## config.mk

```make
export PLATFORM = sky130hd
export DESIGN_NAME = digit_counter_ctrl_flat
export DESIGN_NICKNAME = d
export VERILOG_FILES = /design/src/rtl/digit_counter_ctrl_if.sv /design/src/rtl/digit_counter_ctrl.sv /design/src/flat_wrapper.sv
export SDC_FILE = /design/constraint.sdc
export NUM_CORES = 1
export LEC_CHECK = 0
export ABC_CLOCK_PERIOD_IN_PS = 3400
export CAP_MARGIN = 20
export CORE_AREA = 2 2 68 70
export CTS_CLUSTER_DIAMETER = 40
export CTS_CLUSTER_SIZE = 30
export DETAILED_ROUTE_END_ITERATION = 10
export DIE_AREA = 0 0 70 72
export DONT_BUFFER_PORTS = 1
export GPL_TIMING_DRIVEN = 0
export PLACE_DENSITY = 0.82
export SLEW_MARGIN = 30
export SYNTH_ARGS = -nofsm -noshare
export SYNTH_HDL_FRONTEND = slang
export SYNTH_SLANG_ARGS = --single-unit
```

## constraint.sdc

```tcl
create_clock -name clk -period 3.4 [get_ports clk]
set_clock_uncertainty 0.2 [all_clocks]
set_input_delay 0.68 -clock clk [delete_from_list [all_inputs] [get_ports clk]]
set_output_delay 0.68 -clock clk [all_outputs]
set_load 0.02 [all_outputs]
```

## src/rtl/digit_counter_ctrl_if.sv

```systemverilog
// Control/status bundle between a digit counter and its driver.
// The master drives controls; the slave (counter) drives digit/tick/carry.
interface digit_counter_ctrl_if;
  logic       run;
  logic       dir;
  logic       step_btn;
  logic       load;
  logic [3:0] load_value;
  logic [3:0] digit;
  logic       tick;
  logic       carry;

  modport master (
    output run, dir, step_btn, load, load_value,
    input  digit, tick, carry
  );

  modport slave (
    input  run, dir, step_btn, load, load_value,
    output digit, tick, carry
  );
endinterface

```

## src/rtl/digit_counter_ctrl.sv

```systemverilog
// Modulo-(MAX_DIGIT+1) up/down BCD digit with prescaled tick,
// debounced step button, synchronous load and carry/borrow out.
module digit_counter_ctrl #(
  parameter int TICK_DIV        = 50000000,
  parameter int DEBOUNCE_CYCLES = 500000,
  parameter int MAX_DIGIT       = 5
) (
  input logic                 clk,
  input logic                 rst,
  digit_counter_ctrl_if.slave bus
);

  localparam int PW = $clog2(TICK_DIV);
  localparam int CW = $clog2(DEBOUNCE_CYCLES + 1);

  localparam logic [PW-1:0] PRE_LAST = PW'(TICK_DIV - 1);
  localparam logic [CW-1:0] DB_MAX   = CW'(DEBOUNCE_CYCLES);
  localparam logic [3:0]    DMAX     = 4'(MAX_DIGIT);

  typedef enum logic [1:0] {
    IDLE,
    PRESS_WAIT,
    PRESSED,
    RELEASE_WAIT
  } db_state_e;

  logic          s1_q, s2_q;
  db_state_e     st_q, st_d;
  logic [CW-1:0] cnt_q, cnt_d;
  logic [PW-1:0] pre_q, pre_d;
  logic [3:0]    digit_q, digit_d;
  logic          carry_q, carry_d;
  logic          tick_q;
  logic          step_pulse;
  logic          tick_evt;
  logic          adv;
  logic          btn_s;

  assign btn_s    = s2_q;
  assign tick_evt = bus.run && (pre_q == PRE_LAST);
  assign adv      = tick_evt || step_pulse;

  always_comb begin
    st_d       = st_q;
    cnt_d      = cnt_q;
    step_pulse = 1'b0;
    case (st_q)
      IDLE: begin
        if (btn_s) begin
          st_d  = PRESS_WAIT;
          cnt_d = CW'(1);
        end
      end
      PRESS_WAIT: begin
        if (!btn_s) begin
          st_d  = IDLE;
          cnt_d = '0;
        end else if (cnt_q == DB_MAX) begin
          st_d       = PRESSED;
          cnt_d      = '0;
          step_pulse = 1'b1;
        end else begin
          cnt_d = cnt_q + CW'(1);
        end
      end
      PRESSED: begin
        if (!btn_s) begin
          st_d  = RELEASE_WAIT;
          cnt_d = CW'(1);
        end
      end
      RELEASE_WAIT: begin
        // A bounce back high re-enters PRESSED silently
        if (btn_s) begin
          st_d  = PRESSED;
          cnt_d = '0;
        end else if (cnt_q == DB_MAX) begin
          st_d  = IDLE;
          cnt_d = '0;
        end else begin
          cnt_d = cnt_q + CW'(1);
        end
      end
      default: begin
        st_d  = IDLE;
        cnt_d = '0;
      end
    endcase
  end

  always_comb begin
    pre_d = pre_q;
    if (bus.run) begin
      pre_d = (pre_q == PRE_LAST) ? '0 : pre_q + PW'(1);
    end
  end

  always_comb begin
    digit_d = digit_q;
    carry_d = 1'b0;
    if (bus.load) begin
      digit_d = (bus.load_value > DMAX) ? DMAX : bus.load_value;
    end else if (adv && !bus.dir) begin
      digit_d = (digit_q == DMAX) ? 4'd0 : digit_q + 4'd1;
      carry_d = (digit_q == DMAX);
    end else if (adv) begin
      digit_d = (digit_q == 4'd0) ? DMAX : digit_q - 4'd1;
      carry_d = (digit_q == 4'd0);
    end
  end

  always_ff @(posedge clk) begin
    if (rst) begin
      s1_q    <= 1'b0;
      s2_q    <= 1'b0;
      st_q    <= IDLE;
      cnt_q   <= '0;
      pre_q   <= '0;
      digit_q <= 4'd0;
      carry_q <= 1'b0;
      tick_q  <= 1'b0;
    end else begin
      s1_q    <= bus.step_btn;
      s2_q    <= s1_q;
      st_q    <= st_d;
      cnt_q   <= cnt_d;
      pre_q   <= pre_d;
      digit_q <= digit_d;
      carry_q <= carry_d;
      tick_q  <= tick_evt;
    end
  end

  assign bus.digit = digit_q;
  assign bus.tick  = tick_q;
  assign bus.carry = carry_q;

endmodule

```

## src/flat_wrapper.sv

```systemverilog
// flat-port wrapper written by rule: the top's interface ports become plain ports
module digit_counter_ctrl_flat 
#(
  parameter int TICK_DIV        = 50000000,
  parameter int DEBOUNCE_CYCLES = 500000,
  parameter int MAX_DIGIT       = 5
)
  (clk, rst, bus_run, bus_dir, bus_step_btn, bus_load, bus_load_value, bus_digit, bus_tick, bus_carry);
  digit_counter_ctrl_if bus_i ();
  input logic clk;
  input logic rst;
  input wire logic [$bits(bus_i.run)-1:0] bus_run;
  input wire logic [$bits(bus_i.dir)-1:0] bus_dir;
  input wire logic [$bits(bus_i.step_btn)-1:0] bus_step_btn;
  input wire logic [$bits(bus_i.load)-1:0] bus_load;
  input wire logic [$bits(bus_i.load_value)-1:0] bus_load_value;
  output wire logic [$bits(bus_i.digit)-1:0] bus_digit;
  output wire logic [$bits(bus_i.tick)-1:0] bus_tick;
  output wire logic [$bits(bus_i.carry)-1:0] bus_carry;
  assign bus_i.run = bus_run;
  assign bus_i.dir = bus_dir;
  assign bus_i.step_btn = bus_step_btn;
  assign bus_i.load = bus_load;
  assign bus_i.load_value = bus_load_value;
  assign bus_digit = bus_i.digit;
  assign bus_tick = bus_i.tick;
  assign bus_carry = bus_i.carry;
  digit_counter_ctrl #(.TICK_DIV(TICK_DIV), .DEBOUNCE_CYCLES(DEBOUNCE_CYCLES), .MAX_DIGIT(MAX_DIGIT)) u_core (.clk(clk), .rst(rst), .bus(bus_i));
endmodule
```

==> flow_summary.html, run 1 <==
<table>
<tr><th>Metric</th><th>Value</th></tr>
<tr><th colspan="2">Synth</th></tr>
<tr><td>Flops &amp; latches, synth</td><td>55</td></tr>
<tr><td>Fraction of registers with async set/reset</td><td>0%</td></tr>
<tr><td>Net Count, Synth</td><td>341</td></tr>
<tr><td>Cell Area, Synth</td><td>approximately 0.0028 mm2</td></tr>
<tr><td>Number of warning messages in the yosys log</td><td>0</td></tr>
<tr><td>Number of library cell types mapped by synthesis</td><td>50</td></tr>
<tr><td>Post-synth EDFFs</td><td>0</td></tr>
<tr><td>Fraction of the yosys area taken by sequential cells</td><td>about two fifths</td></tr>
<tr><td>Synthesized instance count</td><td>approximately 330</td></tr>
<tr><td>Ys flop type</td><td>dfxtp_1</td></tr>
<tr><td>Avg Inst Size Synth</td><td>8.62 um2</td></tr>
<tr><th colspan="2">Placement</th></tr>
<tr><td>Global placer's final weighted congestion</td><td>0.904</td></tr>
<tr><td>Area post-placement</td><td>0.00289 mm2</td></tr>
<tr><td>HPWL after detailed placement</td><td>4.01 mm</td></tr>
<tr><td>Buffers on Ports</td><td>0</td></tr>
<tr><th colspan="2">Pwr</th></tr>
<tr><td>Net switching fraction of the power</td><td>about a quarter</td></tr>
<tr><td>Part of the power in registers</td><td>62.2%</td></tr>
<tr><td>Part of the power in the clock network</td><td>32.6%</td></tr>
<tr><td>Switch Pwr</td><td>251 uW</td></tr>
<tr><td>Relative contribution of combinational cells to total power</td><td>under 10%</td></tr>
<tr><td>Total power divided by cell area</td><td>358 mW/mm2</td></tr>
<tr><td>Leakage power</td><td>between 0.001 and 0.0015 uW</td></tr>
<tr><td>VDD IR max</td><td>around 310 uV</td></tr>
<tr><td>Internal cell power</td><td>814 uW</td></tr>
<tr><th colspan="2">Cells and area</th></tr>
<tr><td>Fraction of layout cells with a size suffix above 1</td><td>~7.1%</td></tr>
<tr><td>Most common cell after layout, fill and taps aside</td><td>nor2_1</td></tr>
<tr><td>Number of inserted diodes</td><td>0</td></tr>
<tr><td>Storage element area</td><td>0.00110 mm2</td></tr>
<tr><td>Count of nets after finishing</td><td>348</td></tr>
<tr><td>Area occupied by multi-input gates</td><td>0.00165 mm2</td></tr>
<tr><td>Layout-stage area growth over the synthesis result</td><td>5.26%</td></tr>
<tr><td>Fillers</td><td>342</td></tr>
<tr><td>Post-route design area</td><td>0.00298 mm2</td></tr>
<tr><td>Commonest cells after routing, fill and taps aside</td><td>nor2_1 (56), dfxtp_1 (55), xor2_1 (28)</td></tr>
<tr><th colspan="2">STA</th></tr>
<tr><td>Worst slew slack as a fraction of its limit</td><td>47.2%</td></tr>
<tr><td>Slew at the pin closest to its max-slew limit</td><td>0.786 ns</td></tr>
<tr><td>Setup TNS after final layout</td><td>0 ns</td></tr>
<tr><td>Part of the cycle the worst path needs</td><td>68.9%</td></tr>
<tr><td>Setup repair after global routing missed its margin</td><td>false</td></tr>
<tr><td>Max-slew violation count</td><td>0</td></tr>
<tr><td>Fmax</td><td>427 MHz</td></tr>
<tr><td>Final Hold Viols</td><td>0</td></tr>
<tr><td>Min Tclk post-route</td><td>2.34 ns</td></tr>
<tr><td>Final setup viols</td><td>0</td></tr>
<tr><th colspan="2">Setup path</th></tr>
<tr><td>WP data required</td><td>around 3.4 ns</td></tr>
<tr><td>Worst endpoint data arrival time</td><td>2.35 ns</td></tr>
<tr><td>Critical Path Fanout Max</td><td>10</td></tr>
<tr><td>Delay-heaviest family, CP</td><td>simple AND/OR/NAND/NOR gates</td></tr>
<tr><td>Class of the most critical setup path</td><td>reg2reg</td></tr>
<tr><td>Maximum single-stage delay on the critical path</td><td>between 0.5 and 0.6 ns</td></tr>
<tr><td>CP Cell Sequence</td><td>ha_1 &gt; and4_1 &gt; nand4_1 &gt; o21ai_1 &gt; buf_2 &gt; nor2_1</td></tr>
<tr><td>Type of element capturing the critical path</td><td>flip-flop</td></tr>
<tr><td>Library cell contributing the largest single delay on the critical path</td><td>o21ai_1</td></tr>
<tr><td>Worst path bufs/invs</td><td>1</td></tr>
<tr><td>Worst Setup Start Kind</td><td>flip-flop</td></tr>
<tr><th colspan="2">Routing</th></tr>
<tr><td>Antenna Nets Post-Route</td><td>0</td></tr>
<tr><td>Remaining design rule violation count</td><td>0</td></tr>
<tr><td>Average routed wire per standard cell</td><td>14.1 um</td></tr>
<tr><td>Length of the first detailed-routing pass in iterations</td><td>4</td></tr>
<tr><td>Final WL</td><td>between 5 and 6 mm</td></tr>
<tr><td>Routed vias/inst</td><td>5.94</td></tr>
<tr><td>Routed vias</td><td>2,304</td></tr>
<tr><td>Iteration-0 DRC Markers</td><td>115</td></tr>
<tr><th colspan="2">CTS</th></tr>
<tr><td>TritonCTS clock tree</td><td>yes</td></tr>
<tr><td>CTS Hold Buffers Added</td><td>0</td></tr>
<tr><td>Cts repair resizes</td><td>0</td></tr>
<tr><td>Clk slew on worst S/H paths</td><td>0.09 ns</td></tr>
<tr><td>Clock Sinks</td><td>55</td></tr>
<tr><td>Maximum level of the CTS H-tree</td><td>2</td></tr>
<tr><td>Post-CTS setup buffer count</td><td>0</td></tr>
<tr><td>CTS Root Cell</td><td>clkbuf_8</td></tr>
<tr><td>Worst-skew pair later-pin latency</td><td>0.31 ns</td></tr>
<tr><td>Maximum buffer depth of the clock tree</td><td>2</td></tr>
<tr><td>CTS Buf Count</td><td>5</td></tr>
<tr><th colspan="2">Floorplanning</th></tr>
<tr><td>X dimension of the die</td><td>70 um</td></tr>
<tr><td>Num rows</td><td>24</td></tr>
<tr><td>Die H</td><td>between 70 and 80 um</td></tr>
<tr><td>Overall die area</td><td>0.00504 mm2</td></tr>
<tr><td>Initial Utilization</td><td>between 60 and 70%</td></tr>
<tr><td>I/O pin cnt</td><td>16</td></tr>
<tr><td>Core box area</td><td>0.00426 mm2</td></tr>
<tr><th colspan="2">GRT</th></tr>
<tr><td>Initial antenna violation count</td><td>0</td></tr>
<tr><td>Global-route wire length before repair</td><td>between 9 and 10 mm</td></tr>
<tr><td>Total grt overflow</td><td>0</td></tr>
<tr><td>Total Routing Usage GR</td><td>23.3%</td></tr>
<tr><td>Largest net degree at the start of global routing</td><td>17</td></tr>
<tr><td>Vias in the first global route</td><td>2,225</td></tr>
<tr><th colspan="2">Hold path</th></tr>
<tr><td>Hold/Removal Path Class</td><td>reg2reg</td></tr>
<tr><th colspan="2">Status</th></tr>
<tr><td>Run status</td><td>complete, no violations</td></tr>
<tr><th colspan="2">Job</th></tr>
<tr><td>Total of max-cap violations</td><td>0</td></tr>
</table>
final timing paths:
check,to,depth (start not counted),from,slack [ns]
max,u_core.pre_q[7],6,u_core.pre_q[0],1.06
min,u_core.btn_s,1,u_core.s1_q,0.26
max reg2reg,u_core.pre_q[7],6,u_core.pre_q[0],1.06
min reg2reg,u_core.btn_s,1,u_core.s1_q,0.26
sequential cells by signal, summed over array words and instances, names as in the netlist, named ones only:
register / flops
u_core.cnt_q: 19
u_core.pre_q: 26
u_core.bus.carry: 1
u_core.btn_s: 1
u_core.bus.tick: 1
u_core.s1_q: 1
u_core.st_q: 1
u_core.bus.digit: 4
synthesized netlist by cell type (2+ instances only):
library cell / number / area, um2
a211oi_1: 4 / 30.0
a21oi_1: 3 / 15.0
and2_1: 2 / 12.5
and3_1: 9 / 56.3
and4_1: 5 / 43.8
buf_2: 5 / 25.0
clkbuf_1: 5 / 18.8
dfxtp_1: 55 / 1100
ha_1: 3 / 37.5
inv_1: 7 / 26.3
nand2_1: 26 / 97.6
nand2b_1: 3 / 18.8
nand3_1: 16 / 80.1
nand3b_1: 4 / 30.0
nand4_1: 18 / 113
nand4b_1: 3 / 26.3
nor2_1: 56 / 210
nor2b_1: 8 / 50.1
nor3_1: 8 / 40.0
nor3_2: 2 / 20.0
nor3b_1: 3 / 22.5
nor4_1: 2 / 12.5
nor4b_1: 7 / 61.3
o211ai_1: 3 / 22.5
o21ai_0: 4 / 20.0
o21ai_1: 3 / 15.0
or3_1: 2 / 12.5
xnor2_1: 13 / 114
xor2_1: 28 / 245
per-stage QoR:
step                worst slack, ns  hold WS [ns]  std cells  util [%]  total power, uW
finish                         1.06         0.262        388      69.8             1060
global route                  0.889         0.279        388      69.8             1110
CTS                            1.07         0.262        388      69.8             1070
detailed placement            0.836         0.245        380      67.9              733
global placement              0.856         0.231        380      67.9              731
floorplan                      1.19         0.214        328         -              720
layout make-up:
cell class / instances / share of cell area [%]
clock inverter: 3 / 0.504
tap: 52 / 2.18
clock buffer: 5 / 2.31
multi-input combinational: 255 / 55.4
buffer: 11 / 1.72
inverter: 7 / 0.882
sequential: 55 / 37.0
power by group through the flow:
stage | clock, uW | sequential (uW) | combinational (uW)
6_report | 347 | 662 | 55.7
5_1_grt | 382 | 664 | 64.0
4_1_cts | 356 | 662 | 55.9
3_5_place_dp | 0 | 677 | 55.6
3_3_place_gp | 0 | 676 | 54.2
2_1_floorplan | 0 | 675 | 45.5
layer usage:
layer | GRT usage [%] | wire length (um) | vias to the layer above | share of wire [%]
li1 | - | - | 1165 | -
met3 | 5.28 | 158 | 8 | 2.9
met5 | 0 | 0 | - | 0
met2 | 41.1 | 2710 | 30 | 49
met1 | 28.1 | 2540 | 1101 | 46
met4 | 8.55 | 82 | 0 | 1.5
cells by family (layout without fill, tap and decap cells):
kind of cell	count (synthesis)	after routing	synth area share, %
AND/OR/NAND/NOR	181	181	35.7
flip-flops	55	55	38.9
AO/OA/AOI/OAI	29	29	8.27
XOR/XNOR	41	41	12.7
multiplexers	1	1	0.354
adder cells (fa/ha/maj)	3	3	1.33
buffers and inverters	18	26	2.74
(Power assumes the default switching activity.)
==> inputs of run 2 (changes only) <==
--- a/config.mk
+++ b/config.mk
@@ -5,16 +5,16 @@
 export SDC_FILE = /design/constraint.sdc
 export NUM_CORES = 1
 export LEC_CHECK = 0
-export ABC_CLOCK_PERIOD_IN_PS = 3400
+export ABC_CLOCK_PERIOD_IN_PS = 2100
 export CAP_MARGIN = 20
-export CORE_AREA = 2 2 68 70
+export CORE_AREA = 2 2 74 76
 export CTS_CLUSTER_DIAMETER = 40
 export CTS_CLUSTER_SIZE = 30
 export DETAILED_ROUTE_END_ITERATION = 10
-export DIE_AREA = 0 0 70 72
+export DIE_AREA = 0 0 76 78
 export DONT_BUFFER_PORTS = 1
 export GPL_TIMING_DRIVEN = 0
-export PLACE_DENSITY = 0.82
+export PLACE_DENSITY = 0.73
 export SLEW_MARGIN = 30
 export SYNTH_ARGS = -nofsm -noshare
 export SYNTH_HDL_FRONTEND = slang
==> constraint.sdc (replaced) <==
create_clock -name clk -period 2.1 [get_ports clk]
set_clock_uncertainty 0.2 [all_clocks]
set_input_delay 0.42 -clock clk [delete_from_list [all_inputs] [get_ports clk]]
set_output_delay 0.42 -clock clk [all_outputs]
set_load 0.02 [all_outputs]
==> flow_summary.html, run 2 (synthesis results as in run 1) <==
<table>
<tr><th>Metric</th><th>Value</th></tr>
<tr><th colspan="2">Status</th></tr>
<tr><td>Run status</td><td>complete, no violations</td></tr>
<tr><th colspan="2">Setup path</th></tr>
<tr><td>Critical Path Most Common Cell</td><td>buf_4</td></tr>
<tr><td>CP Cell Sequence</td><td>ha_2 &gt; and4_4 &gt; nand4_1 &gt; buf_4 &gt; o21ai_4 &gt; buf_4 &gt; nor2_1</td></tr>
<tr><td>Class of the most critical setup path</td><td>reg2reg</td></tr>
<tr><td>Type of element capturing the critical path</td><td>flip-flop</td></tr>
<tr><td>Reg2Reg Setup Slack</td><td>0.11 ns (-0.95 ns)</td></tr>
<tr><td>WP data required</td><td>2.10 ns (-1.31 ns)</td></tr>
<tr><td>Critical Path Fanout Max</td><td>10 (unchanged)</td></tr>
<tr><td>Origin of the critical flop-to-flop path</td><td>u_core.pre_q[1]</td></tr>
<tr><td>Maximum single-stage delay on the critical path</td><td>0.37 ns (-0.17 ns)</td></tr>
<tr><td>Worst Setup Start Kind</td><td>flip-flop</td></tr>
<tr><td>Worst endpoint data arrival time</td><td>2.00 ns (-0.35 ns)</td></tr>
<tr><td>Library cell contributing the largest single delay on the critical path</td><td>dfxtp_2</td></tr>
<tr><td>Length in cells of the worst reg-to-reg path</td><td>7 (+1)</td></tr>
<tr><td>Capture instance of the worst register-to-register path</td><td>u_core.pre_q[20]</td></tr>
<tr><th colspan="2">Cells and area</th></tr>
<tr><td>Fraction of layout cells with a size suffix above 1</td><td>13.6% (+6.5 points)</td></tr>
<tr><td>Commonest cells after routing, fill and taps aside</td><td>nor2_1 (55), dfxtp_1 (47), xor2_1 (28)</td></tr>
<tr><td>Most common cell after layout, fill and taps aside</td><td>nor2_1</td></tr>
<tr><td>Layout-stage area growth over the synthesis result</td><td>10.6%</td></tr>
<tr><td>Number of inserted diodes</td><td>0 (unchanged)</td></tr>
<tr><td>Count of nets after finishing</td><td>357 (+2.6%)</td></tr>
<tr><td>Count of non-filler cells in the finished layout</td><td>415 (+7.0%)</td></tr>
<tr><td>Max FFs per register</td><td>26 (unchanged)</td></tr>
<tr><td>Top reg by flops</td><td>u_core.pre_q</td></tr>
<tr><th colspan="2">CTS</th></tr>
<tr><td>Clk slew on worst S/H paths</td><td>0.11 ns (+0.02 ns)</td></tr>
<tr><td>CTS Root Cell</td><td>clkbuf_8</td></tr>
<tr><td>Clock Sinks</td><td>55 (unchanged)</td></tr>
<tr><td>TritonCTS clock tree</td><td>yes</td></tr>
<tr><td>CTS Hold Buffers Added</td><td>0 (unchanged)</td></tr>
<tr><td>Maximum level of the CTS H-tree</td><td>2 (unchanged)</td></tr>
<tr><td>Maximum buffer depth of the clock tree</td><td>2 (unchanged)</td></tr>
<tr><td>Worst-skew pair later-pin latency</td><td>0.32 ns (about the same)</td></tr>
<tr><td>CTS Buf Count</td><td>5 (unchanged)</td></tr>
<tr><th colspan="2">Floorplanning</th></tr>
<tr><td>I/O pin cnt</td><td>16 (unchanged)</td></tr>
<tr><td>Num rows</td><td>26 (+8.3%)</td></tr>
<tr><td>Die H</td><td>78 um (+8.3%)</td></tr>
<tr><td>Initial Utilization</td><td>56.1% (-10 points)</td></tr>
<tr><td>Core box area</td><td>0.00504 mm2 (+18%)</td></tr>
<tr><td>X dimension of the die</td><td>76 um (+8.6%)</td></tr>
<tr><td>Overall die area</td><td>0.00593 mm2 (+18%)</td></tr>
<tr><th colspan="2">GRT</th></tr>
<tr><td>Total grt overflow</td><td>0 (unchanged)</td></tr>
<tr><td>Total Routing Usage GR</td><td>20.4% (-2.9 points)</td></tr>
<tr><td>Largest net degree at the start of global routing</td><td>18 (+1)</td></tr>
<tr><td>Initial antenna violation count</td><td>0 (unchanged)</td></tr>
<tr><td>Global-route wire length before repair</td><td>9.95 mm (+4.6%)</td></tr>
<tr><td>Vias in the first global route</td><td>2,302 (+3.5%)</td></tr>
<tr><th colspan="2">STA</th></tr>
<tr><td>Worst slew slack as a fraction of its limit</td><td>46.4% (-0.78 points)</td></tr>
<tr><td>Part of the cycle the worst path needs</td><td>95.0% (+26 points)</td></tr>
<tr><td>Final setup viols</td><td>0 (unchanged)</td></tr>
<tr><td>Worst-case hold slack</td><td>0.0504 ns (-0.211 ns)</td></tr>
<tr><td>Min Tclk post-route</td><td>1.99 ns (-0.348 ns)</td></tr>
<tr><td>Max-slew violation count</td><td>0 (unchanged)</td></tr>
<tr><td>Worst Slack Setup Final</td><td>0.106 ns (-0.952 ns)</td></tr>
<tr><td>Slew at the pin closest to its max-slew limit</td><td>0.798 ns (+0.0117 ns)</td></tr>
<tr><td>Final Hold Viols</td><td>0 (unchanged)</td></tr>
<tr><td>Fmax</td><td>501 MHz (+17%)</td></tr>
<tr><th colspan="2">Job</th></tr>
<tr><td>Total of max-cap violations</td><td>0 (unchanged)</td></tr>
<tr><th colspan="2">Placement</th></tr>
<tr><td>Placed cell count</td><td>398 (+4.7%)</td></tr>
<tr><td>HPWL after detailed placement</td><td>3.98 mm (-0.58%)</td></tr>
<tr><td>Buffers on Ports</td><td>0 (unchanged)</td></tr>
<tr><td>Pre-CTS setup slack</td><td>-0.239 ns (-1.07 ns)</td></tr>
<tr><td>Global placer's final weighted congestion</td><td>0.807 (-11%)</td></tr>
<tr><th colspan="2">Hold path</th></tr>
<tr><td>Number of stages on the worst hold path</td><td>1 (unchanged)</td></tr>
<tr><td>Launch point of the worst hold path</td><td>bus_step_btn</td></tr>
<tr><td>Worst hold path endpoint</td><td>u_core.s1_q</td></tr>
<tr><td>Hold/Removal Path Class</td><td>in2reg</td></tr>
<tr><th colspan="2">Pwr</th></tr>
<tr><td>Total power draw</td><td>1760 uW (+65%)</td></tr>
<tr><td>Leakage power</td><td>0.00109 uW (+6.0%)</td></tr>
<tr><td>Total power divided by cell area</td><td>563 mW/mm2 (+57%)</td></tr>
<tr><td>VDD IR max</td><td>341 uV (+9.7%)</td></tr>
<tr><th colspan="2">Routing</th></tr>
<tr><td>Routed vias/inst</td><td>5.63 (-5.1%)</td></tr>
<tr><td>Length of the first detailed-routing pass in iterations</td><td>4 (unchanged)</td></tr>
<tr><td>Iteration-0 DRC Markers</td><td>103 (-10%)</td></tr>
<tr><td>Average routed wire per standard cell</td><td>13.9 um (-1.3%)</td></tr>
<tr><td>Routed vias</td><td>2,338 (+1.5%)</td></tr>
<tr><td>Antenna Nets Post-Route</td><td>0 (unchanged)</td></tr>
<tr><td>Remaining design rule violation count</td><td>0 (unchanged)</td></tr>
<tr><td>Final WL</td><td>5.79 mm (+5.5%)</td></tr>
</table>
run 2: metrics by stage:
stage	area (um2)	setup TNS [ns]	util, %
after global routing	3130	-0.0359	62.0
after detailed placement	2920	-4.72	57.8
final	3130	0	62.0
after floorplan	2830	0	-
after CTS	3080	0	61.2
after global placement	2920	-3.90	57.8
run 2: critical path: cells and delay by family (launching register included):
family | cells | cell delay, ns
buffers and inverters | 2 | 0.43
flip-flops | 1 | 0.37
AND/OR/NAND/NOR | 3 | 0.50
adder cells (fa/ha/maj) | 1 | 0.20
AO/OA/AOI/OAI | 1 | 0.17
run 2: how the worst max path moves through the flow:
stage / cells past startpoint / startpoint / slack (ns) / endpoint
finish: 7 / u_core.pre_q[1] / 0.11 / u_core.pre_q[20]
global route: 7 / u_core.pre_q[1] / -0.01 / u_core.pre_q[19]
global placement: 6 / bus_run / -0.20 / u_core.pre_q[14]
floorplan: 6 / u_core.pre_q[0] / 0.12 / u_core.bus.digit[0]
CTS: 6 / u_core.cnt_q[2] / 0.04 / u_core.bus.digit[3]
detailed placement: 6 / u_core.pre_q[0] / -0.24 / u_core.pre_q[22]
run 2: where the power goes:
part / total (uW) / internal, uW / leakage [uW] / switching [uW]
sequential: 1070 / 1050 / 0.000448 / 16.1
clock: 589 / 233 / 0.0000402 / 356
combinational: 101 / 41.0 / 0.000598 / 59.5
run 2: cell type report:
type                            count  area, um2
Timing Repair Buffer                9       67.6
Buffer                             11       58.8
Multi-Input combinational cell    255       1690
Clock inverter                      3       20.0
Fill cell                         456       1910
Inverter                            7       26.3
Clock buffer                        5       68.8
Sequential cell                    55       1110
Tap cell                           70       87.6
run 2: per-layer routing:
| layer | global-route usage [%] | part of all wire [%] |
|---|---|---|
| met5 | 0 | 0 |
| met4 | 6.91 | 1.2 |
| met3 | 4.07 | 2.7 |
| met2 | 37.0 | 51 |
| met1 | 24.2 | 46 |
run 2: timing repair:
item,4_1_cts,5_1_grt
pin swaps,4,6
gates resized for setup,6,15
endpoints found under the setup margin,31,38
setup buffers,7,2
